$ cat src/rtl/hp_vpu_scoreboard_if.sv
// ---------------------------------------------------------------------------
// hp_vpu_scoreboard_if
//
// Purpose: groups the D2 issue handshake, writeback retire and flush signals
// exchanged between the VPU issue stage (master) and the pending-write
// scoreboard (slave).
//
// Signals:
//   d_valid_i      D2 holds a candidate instruction
//   d_vs1_i/2/3    D2 source registers (vs3 is the MAC accumulator)
//   d_src_use_i    source-valid mask: bit0 vs1, bit1 vs2, bit2 vs3
//   d_wr_i         D2 instruction writes d_vd_i
//   d_vd_i         D2 destination register
//   issue_fire_i   D2 instruction leaves D2 this cycle
//   issue_ready_o  no hazard and destination counter not saturated
//   raw_hazard_o   a used source has a pending write
//   wb_valid_i     writeback retires one write
//   wb_vd_i        writeback destination register
//   kill_i         pipeline flush from the scalar core
// ---------------------------------------------------------------------------
interface hp_vpu_scoreboard_if;

    logic       d_valid_i;
    logic [4:0] d_vs1_i;
    logic [4:0] d_vs2_i;
    logic [4:0] d_vs3_i;
    logic [2:0] d_src_use_i;
    logic       d_wr_i;
    logic [4:0] d_vd_i;
    logic       issue_fire_i;
    logic       issue_ready_o;
    logic       raw_hazard_o;
    logic       wb_valid_i;
    logic [4:0] wb_vd_i;
    logic       kill_i;

    // Issue stage / writeback side
    modport master (
        output d_valid_i,
        output d_vs1_i,
        output d_vs2_i,
        output d_vs3_i,
        output d_src_use_i,
        output d_wr_i,
        output d_vd_i,
        output issue_fire_i,
        input  issue_ready_o,
        input  raw_hazard_o,
        output wb_valid_i,
        output wb_vd_i,
        output kill_i
    );

    // Scoreboard side
    modport slave (
        input  d_valid_i,
        input  d_vs1_i,
        input  d_vs2_i,
        input  d_vs3_i,
        input  d_src_use_i,
        input  d_wr_i,
        input  d_vd_i,
        input  issue_fire_i,
        output issue_ready_o,
        output raw_hazard_o,
        input  wb_valid_i,
        input  wb_vd_i,
        input  kill_i
    );

endinterface

$ cat src/rtl/hp_vpu_scoreboard.sv
// ---------------------------------------------------------------------------
// hp_vpu_scoreboard
//
// Purpose: per-register pending-write scoreboard for the Hyperplane VPU.
// Each vector register owns a saturating in-flight counter. Accepted issues
// that write a register increment its counter, writebacks decrement it. The
// D2 instruction is gated by a RAW-hazard check on its used sources and a
// capacity check on its destination counter.
//
// Build option:
//   HP_VPU_SB_WB_BYPASS_EN  when defined, a register whose counter is 1 and
//                           that is being written back this cycle is treated
//                           as already released by the hazard and full
//                           checks (not in a kill cycle). State update rules
//                           are identical in both builds.
//
// Ports:
//   clk         clock
//   rst_n       asynchronous active-low reset
//   sb          issue / writeback / kill handshake (slave modport)
//   busy_o      bit r set while register r has an outstanding write
//   inflight_o  total outstanding writes
//   idle_o      no outstanding writes at all
//   err_o       sticky protocol error (underflow or issue while not ready)
// ---------------------------------------------------------------------------
module hp_vpu_scoreboard #(
    parameter int unsigned NUM_VREGS = 32,
    parameter int unsigned CNT_W     = 3,
    parameter int unsigned TOT_W     = 8
) (
    input  logic                  clk,
    input  logic                  rst_n,
    hp_vpu_scoreboard_if.slave    sb,
    output logic [NUM_VREGS-1:0]  busy_o,
    output logic [TOT_W-1:0]      inflight_o,
    output logic                  idle_o,
    output logic                  err_o
);

`ifdef HP_VPU_SB_WB_BYPASS_EN
    localparam bit WbBypass = 1'b1;
`else
    localparam bit WbBypass = 1'b0;
`endif

    localparam logic [CNT_W-1:0] CntMax  = '1;
    localparam logic [CNT_W-1:0] CntOne  = CNT_W'(1);
    localparam logic [TOT_W-1:0] TotOne  = TOT_W'(1);

    // ------------------------------------------------------------------
    // State
    // ------------------------------------------------------------------
    logic [CNT_W-1:0] r_cnt [NUM_VREGS];
    logic [TOT_W-1:0] r_tot;
    logic             r_err;

    logic [CNT_W-1:0] w_cnt_nxt [NUM_VREGS];
    logic [TOT_W-1:0] w_tot_nxt;
    logic             w_err_nxt;

    // ------------------------------------------------------------------
    // Per-register status
    // ------------------------------------------------------------------
    logic [NUM_VREGS-1:0] w_busy;   // cnt != 0
    logic [NUM_VREGS-1:0] w_rel;    // released early by a same-cycle writeback
    logic [NUM_VREGS-1:0] w_pend;   // busy as seen by the hazard check
    logic [NUM_VREGS-1:0] w_sat;    // saturated as seen by the capacity check
    logic [NUM_VREGS-1:0] w_inc;
    logic [NUM_VREGS-1:0] w_dec;

    always_comb begin
        w_busy = '0;
        w_rel  = '0;
        w_pend = '0;
        w_sat  = '0;
        for (int unsigned r = 0; r < NUM_VREGS; r++) begin
            w_busy[r] = (r_cnt[r] != '0);
            // Bypass only releases the final outstanding write; a kill
            // discards the writeback so it cannot release anything.
            w_rel[r]  = WbBypass && sb.wb_valid_i && !sb.kill_i &&
                        (sb.wb_vd_i == 5'(r)) && (r_cnt[r] == CntOne);
            w_pend[r] = w_busy[r] && !w_rel[r];
            w_sat[r]  = (r_cnt[r] == CntMax) && !w_rel[r];
        end
    end

    // ------------------------------------------------------------------
    // Hazard and issue gating
    // ------------------------------------------------------------------
    logic w_src_hit;
    logic w_full;
    logic w_ready;

    always_comb begin
        w_src_hit = (sb.d_src_use_i[0] && w_pend[sb.d_vs1_i]) ||
                    (sb.d_src_use_i[1] && w_pend[sb.d_vs2_i]) ||
                    (sb.d_src_use_i[2] && w_pend[sb.d_vs3_i]);
        w_full    = sb.d_wr_i && w_sat[sb.d_vd_i];
        w_ready   = sb.d_valid_i && !(sb.d_valid_i && w_src_hit) && !w_full;
    end

    assign sb.raw_hazard_o  = sb.d_valid_i && w_src_hit;
    assign sb.issue_ready_o = w_ready;

    // ------------------------------------------------------------------
    // Update qualification; everything arriving with kill_i is dropped,
    // including any error it would otherwise raise.
    // ------------------------------------------------------------------
    logic w_iss_ok;
    logic w_iss_bad;
    logic w_wb_ok;
    logic w_wb_bad;

    always_comb begin
        w_iss_ok  = sb.issue_fire_i && w_ready && sb.d_wr_i && !sb.kill_i;
        w_iss_bad = sb.issue_fire_i && !w_ready && !sb.kill_i;
        w_wb_ok   = sb.wb_valid_i && w_busy[sb.wb_vd_i] && !sb.kill_i;
        w_wb_bad  = sb.wb_valid_i && !w_busy[sb.wb_vd_i] && !sb.kill_i;
    end

    always_comb begin
        w_inc = '0;
        w_dec = '0;
        for (int unsigned r = 0; r < NUM_VREGS; r++) begin
            w_inc[r] = w_iss_ok && (sb.d_vd_i == 5'(r));
            w_dec[r] = w_wb_ok && (sb.wb_vd_i == 5'(r));
        end
    end

    // ------------------------------------------------------------------
    // Next state
    // ------------------------------------------------------------------
    always_comb begin
        w_tot_nxt = r_tot;
        w_err_nxt = r_err || w_iss_bad || w_wb_bad;
        for (int unsigned r = 0; r < NUM_VREGS; r++) begin
            w_cnt_nxt[r] = r_cnt[r];
            if (sb.kill_i) begin
                w_cnt_nxt[r] = '0;
            end else if (w_inc[r] && !w_dec[r] && (r_cnt[r] != CntMax)) begin
                w_cnt_nxt[r] = r_cnt[r] + CntOne;
            end else if (w_dec[r] && !w_inc[r] && (r_cnt[r] != '0)) begin
                w_cnt_nxt[r] = r_cnt[r] - CntOne;
            end
        end
        // An issue and a writeback in the same cycle cancel in the total,
        // whether or not they target the same register.
        if (sb.kill_i) begin
            w_tot_nxt = '0;
        end else if (w_iss_ok && !w_wb_ok) begin
            w_tot_nxt = r_tot + TotOne;
        end else if (w_wb_ok && !w_iss_ok) begin
            w_tot_nxt = r_tot - TotOne;
        end
    end

    always_ff @(posedge clk or negedge rst_n) begin
        if (!rst_n) begin
            for (int unsigned r = 0; r < NUM_VREGS; r++) begin
                r_cnt[r] <= '0;
            end
            r_tot <= '0;
            r_err <= 1'b0;
        end else begin
            for (int unsigned r = 0; r < NUM_VREGS; r++) begin
                r_cnt[r] <= w_cnt_nxt[r];
            end
            r_tot <= w_tot_nxt;
            r_err <= w_err_nxt;
        end
    end

    // ------------------------------------------------------------------
    // Status outputs: registered state only
    // ------------------------------------------------------------------
    assign busy_o     = w_busy;
    assign inflight_o = r_tot;
    assign idle_o     = (r_tot == '0);
    assign err_o      = r_err;

endmodule

$ cat src/flat_wrapper.sv
// flat-port wrapper written by rule: the top's interface ports become plain ports
module hp_vpu_scoreboard_flat 
#(
    parameter int unsigned NUM_VREGS = 32,
    parameter int unsigned CNT_W     = 3,
    parameter int unsigned TOT_W     = 8
)
  (clk, rst_n, busy_o, inflight_o, idle_o, err_o, sb_d_valid_i, sb_d_vs1_i, sb_d_vs2_i, sb_d_vs3_i, sb_d_src_use_i, sb_d_wr_i, sb_d_vd_i, sb_issue_fire_i, sb_issue_ready_o, sb_raw_hazard_o, sb_wb_valid_i, sb_wb_vd_i, sb_kill_i);
  hp_vpu_scoreboard_if sb_i ();
  input  logic clk;
  input  logic rst_n;
  output logic [NUM_VREGS-1:0] busy_o;
  output logic [TOT_W-1:0] inflight_o;
  output logic idle_o;
  output logic err_o;
  input wire logic [$bits(sb_i.d_valid_i)-1:0] sb_d_valid_i;
  input wire logic [$bits(sb_i.d_vs1_i)-1:0] sb_d_vs1_i;
  input wire logic [$bits(sb_i.d_vs2_i)-1:0] sb_d_vs2_i;
  input wire logic [$bits(sb_i.d_vs3_i)-1:0] sb_d_vs3_i;
  input wire logic [$bits(sb_i.d_src_use_i)-1:0] sb_d_src_use_i;
  input wire logic [$bits(sb_i.d_wr_i)-1:0] sb_d_wr_i;
  input wire logic [$bits(sb_i.d_vd_i)-1:0] sb_d_vd_i;
  input wire logic [$bits(sb_i.issue_fire_i)-1:0] sb_issue_fire_i;
  output wire logic [$bits(sb_i.issue_ready_o)-1:0] sb_issue_ready_o;
  output wire logic [$bits(sb_i.raw_hazard_o)-1:0] sb_raw_hazard_o;
  input wire logic [$bits(sb_i.wb_valid_i)-1:0] sb_wb_valid_i;
  input wire logic [$bits(sb_i.wb_vd_i)-1:0] sb_wb_vd_i;
  input wire logic [$bits(sb_i.kill_i)-1:0] sb_kill_i;
  assign sb_i.d_valid_i = sb_d_valid_i;
  assign sb_i.d_vs1_i = sb_d_vs1_i;
  assign sb_i.d_vs2_i = sb_d_vs2_i;
  assign sb_i.d_vs3_i = sb_d_vs3_i;
  assign sb_i.d_src_use_i = sb_d_src_use_i;
  assign sb_i.d_wr_i = sb_d_wr_i;
  assign sb_i.d_vd_i = sb_d_vd_i;
  assign sb_i.issue_fire_i = sb_issue_fire_i;
  assign sb_issue_ready_o = sb_i.issue_ready_o;
  assign sb_raw_hazard_o = sb_i.raw_hazard_o;
  assign sb_i.wb_valid_i = sb_wb_valid_i;
  assign sb_i.wb_vd_i = sb_wb_vd_i;
  assign sb_i.kill_i = sb_kill_i;
  hp_vpu_scoreboard #(.NUM_VREGS(NUM_VREGS), .CNT_W(CNT_W), .TOT_W(TOT_W)) u_core (.clk(clk), .rst_n(rst_n), .sb(sb_i), .busy_o(busy_o), .inflight_o(inflight_o), .idle_o(idle_o), .err_o(err_o));
endmodule
$ cat config.mk
export PLATFORM = sky130hd
export DESIGN_NAME = hp_vpu_scoreboard_flat
export DESIGN_NICKNAME = d
export VERILOG_FILES = /design/src/rtl/hp_vpu_scoreboard_if.sv /design/src/rtl/hp_vpu_scoreboard.sv /design/src/flat_wrapper.sv
export SDC_FILE = /design/constraint.sdc
export NUM_CORES = 1
export LEC_CHECK = 0
export ABC_AREA = 1
export ABC_CLOCK_PERIOD_IN_PS = 4000
export BUFFER_PORTS_ARGS = -buffer_cell sky130_fd_sc_hd__buf_2
export CORE_ASPECT_RATIO = 1.25
export CORE_MARGIN = 2
export CORE_UTILIZATION = 45
export CTS_CLUSTER_SIZE = 8
export DETAILED_ROUTE_END_ITERATION = 8
export HOLD_SLACK_MARGIN = 0.08
export PLACE_DENSITY_LB_ADDON = 0.1
export REMOVE_ABC_BUFFERS = 1
export SLEW_MARGIN = 20
export SYNTH_ARGS = -nofsm -noshare
export SYNTH_HDL_FRONTEND = slang
export SYNTH_SLANG_ARGS = --single-unit
$ cat constraint.sdc
create_clock -name clk -period 4 [get_ports clk]
set_input_delay 0.8 -clock clk [delete_from_list [all_inputs] [get_ports clk]]
set_output_delay 0.8 -clock clk [all_outputs]
set_load 0.02 [all_outputs]
Yosys cells after proc, flatten, opt, wreduce, memory -nomap -nowiden. Index checks and enable logic that the tools add are counted. W data, S select, Z words.

Equal/unequal tests: 126. Order comparisons: 5. Add/subtract/negate cells: 66. Reductions and logical operators: 353. Mux-type cells: 109.

Operators by type and width (number): $mux W3 (96); $logic_and A1 B1 Y1 (210); $reduce_bool A3 Y1 (65); $eq A5 B5 Y1 const B (32); $add A3 B1 Y3 const B (32); $eq A3 B3 Y1 const B (32); $ne A3 B3 Y1 const B (32); $sub A3 B1 Y3 const B (32); $eq A5 B4 Y1 const B (16); $logic_not A1 Y1 (71); $eq A5 B3 Y1 const B (8); $lt A5 B6 Y1 const B (5); $bmux W1 S5 (5); $mux W8 (3); $eq A5 B2 Y1 const B (4); $eq A5 B1 Y1 const B (2); $logic_not A5 Y1 (2); $add A8 B1 Y8 const B (1); $logic_not A8 Y1 (1); $sub A8 B1 Y8 const B (1); $mux W1 (5); $logic_or A1 B1 Y1 (4).

Input port bits: 35. Bits in registers: 105. Output and inout port bits: 44.

Longest topological paths before layout. Gate-level depths: netlist of run 1.

Word-level depth: 20. Gate-level depth with buffers: 29.

Worst setup path before layout of run 1. No wires, ideal clock.

Kind: input to register. Start: input sb_d_vd_i[2]. End: register u_core.r_tot[7] (netlist: u_core.inflight_o[7]). Setup slack: 342 ps. Arrival: 3540 ps. Setup time: 118 ps. Cell stages on the path: 28. Buffers on the path: 0. Cell sequence: nor2_1 > inv_2 > nor2_1 > nand2_1 > nand4_1 > nor2_1 > nand3_1 > nand2_1 > nand2_1 > nand2_2 > inv_1 > nand2_1 > nor2_1 > nand2_1 > ha_1 > a21oi_1 > nand2_1 > a21oi_1 > o21bai_1 > nand2_1 > nand2_1 > a21oi_1 > xor2_1 > inv_1 > nand2_1 > nand2_1 > nand3_1 > nand2_1.

Cells in the longest elaborated chain, start to end: 11. Elaborated cells on any way between the ends: 14. Classes of those cells: mux: 4; reduce/logical: 10.

RTL lines: from (decl) (RTL line flat_wrapper.sv:22) `input wire logic [$bits(sb_i.d_vd_i)-1:0] sb_d_vd_i;`; $bmux W1 S5 * (RTL line hp_vpu_scoreboard.sv:98) `w_full = sb.d_wr_i && w_sat[sb.d_vd_i];`; $mux W1 (not written as such) * (RTL line hp_vpu_scoreboard.sv:98); $logic_and A1 B1 Y1 * (RTL line hp_vpu_scoreboard.sv:98); $logic_not A1 Y1 * (RTL line hp_vpu_scoreboard.sv:99) `w_ready = sb.d_valid_i && !(sb.d_valid_i && w_src_hit) && !w_full;`; $logic_and A1 B1 Y1 * (RTL line hp_vpu_scoreboard.sv:99); $logic_and A1 B1 Y1 * (3 in a row) (RTL line hp_vpu_scoreboard.sv:115) `w_iss_ok = sb.issue_fire_i && w_ready && sb.d_wr_i && !sb.kill_i;`; $logic_and A1 B1 Y1 / $logic_not A1 Y1 (equally long branches) (RTL line hp_vpu_scoreboard.sv:150, hp_vpu_scoreboard.sv:152); $mux W8 / $logic_and A1 B1 Y1 (equally long branches) (RTL line hp_vpu_scoreboard.sv:150, hp_vpu_scoreboard.sv:152); $mux W8 / $reduce_bool A3 Y1 (equally long branches); to (signal assigned) (RTL line hp_vpu_scoreboard.sv:168) `r_tot <= w_tot_nxt;`; to (decl) (RTL line hp_vpu_scoreboard.sv:54) `logic [TOT_W-1:0] r_tot;`.

Mark *: on every way between the ends. The rest lies on a longest branch, timed or not. The select of a mux whose other input is x is not followed. A chain may end at the register's enable or synchronous reset.

Worst setup path in the final report of run 1.
Start: register u_core.r_cnt[54] (netlist name). End: output sb_issue_ready_o.

Cells in the longest elaborated chain, start to end: 10. Elaborated cells on any way between the ends: 21. Classes of those cells: eq/ne: 1; mux: 8; reduce/logical: 12.

RTL lines: from (decl) (RTL line hp_vpu_scoreboard.sv:53) `logic [CNT_W-1:0] r_cnt [NUM_VREGS];`; from (signal, indexed assignment) (RTL line hp_vpu_scoreboard.sv:166) `r_cnt[r] <= w_cnt_nxt[r];`; $reduce_bool A3 Y1 (RTL line hp_vpu_scoreboard.sv:77) `w_busy[r] = (r_cnt[r] != '0);`; $bmux W1 S5, on equally long branches (RTL line hp_vpu_scoreboard.sv:95, hp_vpu_scoreboard.sv:96); $mux W1, on equally long branches (RTL line hp_vpu_scoreboard.sv:95, hp_vpu_scoreboard.sv:96); $logic_and A1 B1 Y1, on equally long branches (RTL line hp_vpu_scoreboard.sv:95, hp_vpu_scoreboard.sv:96); $logic_or A1 B1 Y1 (RTL line hp_vpu_scoreboard.sv:95) `w_src_hit = (sb.d_src_use_i[0] && w_pend[sb.d_vs1_i]) ||`; $logic_or A1 B1 Y1 (RTL line hp_vpu_scoreboard.sv:96) `(sb.d_src_use_i[1] && w_pend[sb.d_vs2_i]) ||`; $logic_and A1 B1 Y1 (RTL line hp_vpu_scoreboard.sv:99); $logic_not A1 Y1 (RTL line hp_vpu_scoreboard.sv:99); $logic_and A1 B1 Y1 (RTL line hp_vpu_scoreboard.sv:99); $logic_and A1 B1 Y1 * (RTL line hp_vpu_scoreboard.sv:99); to (decl) (RTL line flat_wrapper.sv:24) `output wire logic [$bits(sb_i.issue_ready_o)-1:0] sb_issue_ready_o;`.

Marked as above.

==> results.txt, run 1 <==
----------------------------------------------------
[Global routing]
  Routing usage on met3 ... 0.0523
  GR met1 Demand/Resource ... 0.379
  Wire length of the first global-routing pass ... 58700 um
  Number of global-route vias before repair ... 10900
  Antenna violations before repair ... 2
  Global routing usage summed across all routing layers ... 0.298
  Gr busiest metal ... met2
  Met2 track demand over resource ... 0.500
  Largest net degree at the start of global routing ... 91
  Residual overflow from global routing ... 0

[Outcome]
  Status ... complete, no violations

[Route]
  Violation count after the first detailed-routing iteration ... 911
  Residual DRC count ... 0
  Post-DR wirelength/cell ... 17.5 um
  First-pass iteration count of the detailed router ... 5
  Via count ... 11700
  Via-to-Cell Ratio ... 5.47
  Final routed wirelength across all metal layers ... 37300 um
  ANT nets after route ... 0

[STA]
  Highest Clock Rate ... 0.268 GHz
  Setup repair after global routing missed its margin ... false
  Number of hold violations in the final report ... 0
  Final worst clock skew ... 12.1 ps
  Rel. slew slack ... 0.352
  Max-slew violation total from the final report ... 0
  Least-Margin Pin Slew ... 972 ps
  Count of endpoints failing setup in the final report ... 0
  Smallest setup slack after layout ... 266 ps
  Post-layout minimum cycle time ... 3730 ps
  Period Utilization, post-route ... 0.933
  Post-route worst hold slack ... 545 ps

[Final layout]
  Nets@finish ... 1874
  Share of final-layout standard cells stronger than drive strength 1 ... 0.152
  Area growth from synthesis to final layout ... 12.6%
  Most frequent standard cell in the layout excluding fill and tap cells ... nand2_1
  Fill count ... 2434
  Commonest cells after routing, fill and taps aside ... 509 x nand2_1, 233 x inv_1, 220 x nand3_1, 170 x nor2_1, 134 x nand4_1
  Post-Layout Cell Count ... 2130
  Antenna Cells ... 0

[Clock tree]
  Cell at the root of the clock tree ... clkbuf_16
  CTS buffer count ... 9
  Max H-tree Level ... 3
  Clock tree sinks ... 105
  Clock transition at path regs ... 70 ps
  Skew-Pair Late Insertion Delay ... 380 ps
  Number of buffers on the longest clock path ... 2
  Clock tree from TritonCTS ... done

[Logic synthesis]
  Synthesized flop and latch total ... 105
  Largest area contributor in the synthesized netlist ... dfrtp_1
  Proportion of netlist area held by the largest area contributor ... 0.240
  Sequential element share of the synthesized area ... 0.240
  Gate Count Post-Synth ... 1702
  Number of distinct library cells after synthesis ... 38
  Yosys warns ... 0
  Biggest area contributors in the synthesized netlist ... dfrtp_1 24%, nand2_1 18%, nand3_1 10%, inv_1 8.0%, nand4_1 7.6%
  Netlist area before placement ... 0.0110 mm2
  Synthesized area divided by synthesized cell count ... 6.44 um2

[Placement]
  Estimated wirelength of the detail-placed design ... 28400 um
  Count of port buffers added during placement ... 78
  Placed cells ... 2111
  Routability cong. ... 0.943
  Post-Place Worst Slack ... -39.7 ps

[Worst setup path]
  Required arrival time at the worst endpoint ... 3200 ps
  Peak fanout along the critical path ... 24
  Worst-path cell with the longest stage delay ... dfrtp_1
  Worst Path Buf+Inv ... 3
  Critical path cell sequence ... nor2_1, nand2_1, nand2_1, nand3_1, nand3_1, nand2_1, nand2_1, nand3_1, nand3_1, nand3_1, nor2_4, buf_4, buf_12, buf_2
  Path type of the worst setup path ... flop to output port
  Stages on worst setup path ... 14
  Largest incremental delay on the critical path ... 420 ps
  Most repeated library cell on the critical path ... nand3_1
  Endpoint kind of the worst setup timing path ... output port
  Setup crit start kind ... flop
  Cells on worst reg2reg path ... 28
  Critical path data arrival time ... 2930 ps
  Gate family responsible for the most delay along the worst path ... simple AND/OR/NAND/NOR gates

[Worst hold path]
  Hold WC Path Type ... primary input to asynchronous set/reset pin

[Power]
  Leakage Power ... 6.66 nW
  Maximum vdd ir drop ... 0.245 mV
  Power per cell area ... 304 mW/mm2
  Tot Pwr ... 3.75 mW

[Floorplanning]
  Total die area ... 0.0256 mm2
  Initial cell density of the core ... 0.461
  Count of boundary I/O pins ... 79
  Die Width ... 144 um
  Vertical die dimension ... 179 um
  Area of the core region ... 0.0238 mm2
  Rows ... 63

[Run]
  Number of maximum-capacitance violations ... 0

----------------------------------------------------
## per-stage QoR
stage | setup TNS [ps] | cell area, um2 | util
finish | 0 | 12300 | 0.518
global route | 0 | 12300 | 0.518
CTS | 0 | 12300 | 0.516
detailed placement | -39.7 | 12000 | 0.503
global placement | -8.12 | 12000 | 0.503
floorplan | -72230 | 10600 | -
## metal layers
| layer | vias up | wire, um |
|---|---|---|
| met5 | - | 23 |
| met4 | 4 | 1330 |
| met3 | 84 | 2530 |
| met2 | 409 | 17700 |
| met1 | 5460 | 15700 |
| li1 | 5703 | - |
## sequential cells by signal, indices dropped and copies added (netlist names)
name               cells
u_core.inflight_o      8
u_core.r_cnt          96
u_core.err_o           1
## cells by family after synthesis
logic type | count (synthesis) | synth area share
AO/OA/AOI/OAI | 86 | 0.0462
XOR/XNOR | 38 | 0.0304
adder cells (fa/ha/maj) | 39 | 0.0671
buffers and inverters | 308 | 0.118
flip-flops | 105 | 0.240
AND/OR/NAND/NOR | 1126 | 0.498
## report_power, final
part	internal [mW]	total (mW)	switching (mW)
sequential	1.15	1.23	0.0865
combinational	0.524	1.50	0.981
clock	0.547	1.01	0.462
## what timing repair did
action                     CTS  global route
resized for setup            0            11
hold buffers                 0             0
setup buffers                0             3
setup endpoints to repair    0             1
## area by class of cell
type / instances / area (um2) / share of cell area
multi-input cells: 1289 / 7070 / 0.573
flip-flops and latches: 105 / 2630 / 0.213
repair buffers: 148 / 993 / 0.0805
inverters: 247 / 932 / 0.0755
well taps: 325 / 407 / 0.0330
clock buffers: 10 / 229 / 0.0186
clock inverters: 6 / 82.6 / 0.00669
## synthesized netlist by cell type, drive strengths merged
| master | number |
|---|---|
| ha | 6 |
| buf | 38 |
| nand3b | 3 |
| xor2 | 3 |
| o31ai | 1 |
| a21oi | 39 |
| o21bai | 1 |
| fa | 33 |
| nand4 | 161 |
| a22oi | 1 |
| clkbuf | 23 |
| clkinv | 3 |
| nor2 | 184 |
| nand2 | 547 |
| nor3 | 6 |
| nand3 | 222 |
| dfrtp | 105 |
| and2 | 1 |
| nor4 | 1 |
| xnor2 | 35 |
| a31oi | 1 |
| inv | 244 |
| or4 | 1 |
| o21ai | 43 |
## final timing paths
check,start,endpoint,slack (ps)
max,u_core.r_cnt[54]$_DFFE_PN0P_,sb_issue_ready_o,270
min,rst_n,u_core.r_cnt[9]$_DFFE_PN0P_,550
max reg2reg,u_core.r_cnt[54]$_DFFE_PN0P_,u_core.inflight_o[7]$_DFFE_PN0P_,320
min reg2reg,u_core.err_o$_DFF_PN0_,u_core.err_o$_DFF_PN0_,550
max in group asynchronous,rst_n,u_core.r_cnt[18]$_DFFE_PN0P_,2540
min in group clk,u_core.err_o$_DFF_PN0_,u_core.err_o$_DFF_PN0_,550
Note: power is estimated with default switching activity, not from simulation.
==> run 2, diff against run 1 <==
--- a/config.mk
+++ b/config.mk
@@ -5,7 +5,7 @@
 export SDC_FILE = /design/constraint.sdc
 export NUM_CORES = 1
 export LEC_CHECK = 0
-export ABC_AREA = 1
+export ABC_AREA = 0
 export ABC_CLOCK_PERIOD_IN_PS = 4000
 export BUFFER_PORTS_ARGS = -buffer_cell sky130_fd_sc_hd__buf_2
 export CORE_ASPECT_RATIO = 1.25
==> results.txt, run 2 <==
----------------------------------------------------
[Route]
  Residual DRC count ... 0
  ANT nets after route ... 0
  First-pass iteration count of the detailed router ... 6
  Final routed wirelength across all metal layers ... 42700 um
  Violation count after the first detailed-routing iteration ... 1005
  Via-to-Cell Ratio ... 6.16
  Via count ... 11800
  Post-DR wirelength/cell ... 22.2 um

[Logic synthesis]
  Count leader, synth ... nand2_1
  Biggest area contributors in the synthesized netlist ... dfrtp_1 26%, mux2i_1 6.7%, fa_1 6.5%, nand2_1 4.1%, inv_1 4.0%
  Largest area contributor in the synthesized netlist ... dfrtp_1
  Yosys warns ... 0
  Sequential element share of the synthesized area ... 0.259
  Netlist area before placement ... 0.0102 mm2
  Proportion of netlist area held by the largest area contributor ... 0.259
  Flip-flop cell with the highest count after synthesis ... dfrtp_1
  Synthesized area divided by synthesized cell count ... 8.06 um2
  FFs w/ async S/R, synth ... 1.00
  Number of distinct library cells after synthesis ... 92
  Gate Count Post-Synth ... 1259
  Leading post-synthesis cells by instance count ... 112 x nand2_1, 109 x inv_1, 105 x dfrtp_1
  Number of synthesized flops with an enable pin ... 0
  Synthesized flop and latch total ... 105

[Outcome]
  Status ... complete, no violations

[Clock tree]
  CTS buffer count ... 9
  Cell at the root of the clock tree ... clkbuf_16
  Number of buffers on the longest clock path ... 2
  Skew-Pair Late Insertion Delay ... 370 ps
  Max H-tree Level ... 3
  Clock tree sinks ... 105
  Clock tree from TritonCTS ... done
  Clock transition at path regs ... 70 ps
  Hold buffers post-CTS ... 0

[Power]
  Sequential power share ... 0.372
  Internal Pwr Total ... 1.99 mW
  Share of total power in the clock network ... 0.330
  Leakage Power ... 6.56 nW
  Power per cell area ... 210 mW/mm2
  Relative contribution of combinational cells to total power ... 0.298
  Maximum vdd ir drop ... 0.229 mV
  Switching power ... 0.953 mW
  Tot Pwr ... 2.95 mW
  Net switching fraction of the power ... 0.323

[Worst setup path]
  Required arrival time at the worst endpoint ... 3200 ps
  Setup crit start kind ... flop
  Stages on worst setup path ... 10
  Peak fanout along the critical path ... 15
  Most repeated library cell on the critical path ... buf_4
  Worst setup path end ... sb_raw_hazard_o
  Worst Path Buf+Inv ... 3
  Critical path cell sequence ... or3_4, nor2_2, a2111oi_0, or4_1, o21ai_2, and4b_2, buf_4, buf_6, a21boi_2, buf_4
  Worst-path cell with the longest stage delay ... or4_1
  Path type of the worst setup path ... flop to output port
  Minimum setup slack among reg-to-reg paths ... 80 ps
  Critical path data arrival time ... 3130 ps
  Endpoint kind of the worst setup timing path ... output port
  Gate family responsible for the most delay along the worst path ... simple AND/OR/NAND/NOR gates
  Worst r2r dst ... u_core.r_cnt[40]$_DFFE_PN0P_
  Cells on worst reg2reg path ... 13
  Critical path launch point ... u_core.r_cnt[70]$_DFFE_PN0P_
  Critical R2R Launch ... u_core.r_cnt[8]$_DFFE_PN0P_
  Largest incremental delay on the critical path ... 560 ps

[Global routing]
  Number of global-route vias before repair ... 11400
  Antenna violations before repair ... 0
  Residual overflow from global routing ... 0
  Wire length of the first global-routing pass ... 64600 um
  Global routing usage summed across all routing layers ... 0.353
  Largest net degree at the start of global routing ... 50

[Final layout]
  Register cell area after layout ... 0.00263 mm2
  Commonest cells after routing, fill and taps aside ... 349 x buf_4, 109 x inv_1, 109 x nand2_1, 105 x dfrtp_1, 84 x nor2_1
  Most frequent standard cell in the layout excluding fill and tap cells ... buf_4
  Share of final-layout standard cells stronger than drive strength 1 ... 0.358
  Final design utilization ... 0.633
  Area growth from synthesis to final layout ... 38.5%
  Antenna Cells ... 0
  Register with the most flip-flops ... u_core.r_cnt
  Nets@finish ... 1706
  Fill count ... 1944
  Number of flip-flops under the largest register name ... 96
  Footprint of the multi-input gates ... 0.00719 mm2

[Floorplanning]
  Vertical die dimension ... 172 um
  Die Width ... 138 um
  Count of boundary I/O pins ... 79
  Area of the core region ... 0.0222 mm2
  Initial cell density of the core ... 0.457
  Rows ... 61
  Total die area ... 0.0238 mm2

[STA]
  Post-layout minimum cycle time ... 3930 ps
  Highest Clock Rate ... 0.255 GHz
  Max-slew violation total from the final report ... 0
  Number of hold violations in the final report ... 0
  Summed negative setup slack over all endpoints ... 0 ps
  Least-Margin Pin Slew ... 681 ps
  Final worst clock skew ... 9.32 ps
  Count of endpoints failing setup in the final report ... 0
  Rel. slew slack ... 0.546
  Period Utilization, post-route ... 0.982
  Setup repair after global routing missed its margin ... true

[Placement]
  Estimated wirelength of the detail-placed design ... 33900 um
  Count of port buffers added during placement ... 78
  Routability cong. ... 1.00

[Run]
  Number of maximum-capacitance violations ... 0

[Worst hold path]
  Hold WC Path Type ... primary input to asynchronous set/reset pin

----------------------------------------------------
[run 2: stage by stage]
step / setup slack (ps) / hold slack (ps) / area [um2] / cells
finish: 72.1 / 464 / 14100 / 1920
global route: -31.4 / 507 / 14100 / 1920
CTS: -14.0 / 487 / 13600 / 1903
detailed placement: -498 / 471 / 13100 / 1886
global placement: -482 / 478 / 13100 / 1886
floorplan: -1100 / 460 / 9850 / 1188
[run 2: timing repair]
action | 4_1_cts | 5_1_grt
gates resized for setup | 25 | 77
buffers inserted | 1 | 17
pin swaps | 4 | 41
gates cloned | 0 | 1
setup endpoints to repair | 14 | 40
[run 2: final cells by class]
type | count | share of cell area
clock buffers | 12 | 0.0190
clock inverters | 4 | 0.00409
inverters | 113 | 0.0304
multi-input cells | 970 | 0.511
flip-flops and latches | 105 | 0.187
well taps | 283 | 0.0252
repair buffers | 433 | 0.223
[run 2: worst min path at each step]
stage / slack (ps) / endpoint / cells after the start
finish: 460 / u_core.r_cnt[38]$_DFFE_PN0P_ / 1
global route: 510 / u_core.err_o$_DFF_PN0_ / 2
CTS: 490 / u_core.r_cnt[36]$_DFFE_PN0P_ / 1
detailed placement: 470 / u_core.err_o$_DFF_PN0_ / 2
global placement: 480 / u_core.err_o$_DFF_PN0_ / 2
floorplan: 460 / u_core.r_cnt[71]$_DFFE_PN0P_ / 1
[run 2: kinds of logic after synthesis]
kind of cell               count (synthesis)  share of synthesized area
and+or+nand+nor                          560                      0.303
AOI/OAI and AO/OA                        261                      0.180
buffers and inverters                    184                     0.0711
DFF                                      105                      0.259
muxes                                     98                      0.104
adders and majority gates                 39                     0.0725
xor gates and xnor gates                  12                     0.0104
[run 2: power groups by stage]
stage	registers (mW)	logic [mW]	clock network, mW
after floorplan	1.13	0.327	0
after global placement	1.12	0.772	0
after detailed placement	1.12	0.776	0
after CTS	1.10	0.794	0.995
after global routing	1.10	0.937	1.03
final	1.10	0.879	0.972
[run 2: per-layer routing]
layer  vias to the layer above  global-route usage  share of wire
met3                       157              0.0507          0.062
met5                         -                   0              0
met1                      5760               0.428           0.40
met4                         0               0.205          0.066
li1                       5381                   -              -
met2                       526               0.603           0.47
==> run 3, diff against run 2 <==
--- a/config.mk
+++ b/config.mk
@@ -15,7 +15,6 @@
 export DETAILED_ROUTE_END_ITERATION = 8
 export HOLD_SLACK_MARGIN = 0.08
 export PLACE_DENSITY_LB_ADDON = 0.1
-export REMOVE_ABC_BUFFERS = 1
 export SLEW_MARGIN = 20
 export SYNTH_ARGS = -nofsm -noshare
 export SYNTH_HDL_FRONTEND = slang
==> results.txt, run 3 (synthesis results as in run 2) <==
----------------------------------------------------
[Worst setup path]
  Required arrival time at the worst endpoint ... 3200 ps
  Critical path data arrival time ... 3170 ps
  Worst r2r dst ... u_core.inflight_o[7]$_DFFE_PN0P_
  Endpoint kind of the worst setup timing path ... output port
  Gate family responsible for the most delay along the worst path ... simple AND/OR/NAND/NOR gates
  Worst-path cell with the longest stage delay ... or4_1
  Cells on worst reg2reg path ... 16
  Peak fanout along the critical path ... 25
  Path type of the worst setup path ... flop to output port
  Worst Path Buf+Inv ... 3
  Largest incremental delay on the critical path ... 560 ps
  Critical path cell sequence ... or3_4, mux2i_1, nor4b_1, or4_1, o21ai_2, nand4b_1, buf_6, nor3_2, buf_4, buf_2
  Setup crit start kind ... flop
  Minimum setup slack among reg-to-reg paths ... 140 ps
  Critical R2R Launch ... u_core.r_cnt[67]$_DFFE_PN0P_

[Placement]
  Count of port buffers added during placement ... 78
  Routability cong. ... 1.07
  Cell Area, Placed ... 0.0131 mm2
  Estimated wirelength of the detail-placed design ... 33300 um
  Placed cells ... 1848

[Final layout]
  Commonest cells after routing, fill and taps aside ... 307 x buf_4, 110 x nand2_1, 108 x inv_1, 104 x dfrtp_1, 85 x nor2_1
  Post-Layout Cell Count ... 1881
  Nets@finish ... 1667
  Register cell area after layout ... 0.00263 mm2
  Footprint of the multi-input gates ... 0.00715 mm2
  Final Cell Area ... 0.0137 mm2
  Final design utilization ... 0.619
  Most frequent standard cell in the layout excluding fill and tap cells ... buf_4
  Share of final-layout standard cells stronger than drive strength 1 ... 0.338
  Number of flip-flops under the largest register name ... 96
  Area growth from synthesis to final layout ... 35.3%
  Fill count ... 2016
  Register with the most flip-flops ... u_core.r_cnt

[STA]
  Post-layout minimum cycle time ... 3970 ps
  Count of endpoints failing setup in the final report ... 0
  Highest Clock Rate ... 0.252 GHz
  Final worst clock skew ... 14.3 ps
  Rel. slew slack ... 0.437
  Period Utilization, post-route ... 0.991
  Summed negative setup slack over all endpoints ... 0 ps
  Number of hold violations in the final report ... 0
  Setup repair after global routing missed its margin ... true
  Least-Margin Pin Slew ... 837 ps
  Max-slew violation total from the final report ... 0

[Global routing]
  Residual overflow from global routing ... 0
  Number of global-route vias before repair ... 11400
  Wire length of the first global-routing pass ... 63900 um
  Largest net degree at the start of global routing ... 57
  Global routing usage summed across all routing layers ... 0.349
  Antenna violations before repair ... 1

[Floorplanning]
  Total die area ... 0.0238 mm2
  Vertical die dimension ... 172 um
  Rows ... 61
  Initial cell density of the core ... 0.457
  Count of boundary I/O pins ... 79
  Area of the core region ... 0.0222 mm2
  Die Width ... 138 um

[Clock tree]
  Clock transition at path regs ... 80 ps
  Skew-Pair Late Insertion Delay ... 380 ps
  Number of buffers on the longest clock path ... 2
  CTS buffer count ... 9
  Max H-tree Level ... 3
  Cell at the root of the clock tree ... clkbuf_16
  Clock tree sinks ... 105
  Clock tree from TritonCTS ... done

[Worst hold path]
  Worst Hold Path EP ... u_core.err_o$_DFF_PN0_
  Min-Delay Path Depth ... 2
  Startpoint of the lowest-slack hold path ... u_core.err_o$_DFF_PN0_
  Hold WC Path Type ... flop to flop

[Route]
  Post-DR wirelength/cell ... 22.0 um
  Via count ... 11500
  Violation count after the first detailed-routing iteration ... 1075
  Final routed wirelength across all metal layers ... 41400 um
  ANT nets after route ... 0
  Via-to-Cell Ratio ... 6.11
  First-pass iteration count of the detailed router ... 6
  Residual DRC count ... 0

[Logic synthesis]
  Syn Nets ... 1333

[Run]
  Number of maximum-capacitance violations ... 0

[Outcome]
  Status ... complete, no violations

[Power]
  Power per cell area ... 210 mW/mm2
  Leakage Power ... 6.34 nW
  Maximum vdd ir drop ... 0.225 mV

----------------------------------------------------
run 3: cell types whose count changed in the layout (fill, tap and decap cells not counted), moves of 3 or more:
cell / previous run / this run
a21oi_2: 5 / 2
nor3_1: 63 / 60
buf_12: 1 / 7
a21oi_1: 38 / 41
buf_4: 349 / 307
buf_2: 71 / 75
nor3_2: 15 / 19
buf_6: 8 / 4
run 3: area by class of cell:
class,instances,share of cell area
Antenna cell,1,0.000182
Clock buffer,11,0.0184
Clock inverter,4,0.00373
Inverter,113,0.0310
Multi-Input combinational cell,970,0.520
Sequential cell,105,0.191
Tap cell,283,0.0258
Timing Repair Buffer,394,0.209
run 3: stage by stage:
step	total power [mW]	hold WS, ps	setup slack, ps
final	2.89	480	34.7
after global routing	3.02	519	-75.4
after CTS	2.88	482	-20.8
after detailed placement	1.92	459	-421
after global placement	1.91	459	-396
after floorplan	1.54	460	-7.35
run 3: power breakdown:
group | switching, mW | total (mW) | internal (mW)
combinational | 0.492 | 0.850 | 0.359
sequential | 0.0198 | 1.10 | 1.08
clock | 0.425 | 0.943 | 0.517
total | 0.937 | 2.89 | 1.95
run 3: worst max path at each step:
stage	from	end	slack [ps]	cells past startpoint
6_report	u_core.r_cnt[67]$_DFFE_PN0P_	sb_issue_ready_o	30	10
3_3_place_gp	sb_d_vd_i[1]	u_core.r_cnt[44]$_DFFE_PN0P_	-400	17
5_1_grt	u_core.r_cnt[67]$_DFFE_PN0P_	u_core.inflight_o[7]$_DFFE_PN0P_	-80	16
2_1_floorplan	sb_d_vs3_i[1]	u_core.inflight_o[7]$_DFFE_PN0P_	-7	17
3_5_place_dp	sb_d_vd_i[1]	u_core.r_cnt[44]$_DFFE_PN0P_	-420	16
4_1_cts	u_core.r_cnt[41]$_DFFE_PN0P_	sb_issue_ready_o	-20	9
run 3: what timing repair did:
item	in CTS	in global routing
gates resized for setup	8	43
endpoints found under the setup margin	11	39
endpoints found under the hold margin	0	0
cloned	0	0
hold buffers	0	0
buffers inserted	2	15
pin swaps	1	21
run 3: layer usage:
metal  global-route usage  up-vias  wire [um]
li1                     -     5296          -
met1                0.415     5496      16100
met2                0.593      544      19600
met3               0.0543      159       2900
met4                0.225        0       2790
met5                    0        -          0
run 3: worst reg2reg max path: stages (launching register included):
cell and delay (ps):
dfrtp_1 390, or3_4 430, mux2i_1 150, nor4b_1 60, or4_1 560, o21ai_2 150, and4b_2 330, buf_6 130
nand3_4 120, ha_4 250, a21o_1 160, a21oi_2 160, o21bai_1 90, a21oi_2 180, o21ai_2 70, mux2i_1 150
mux2_2 350
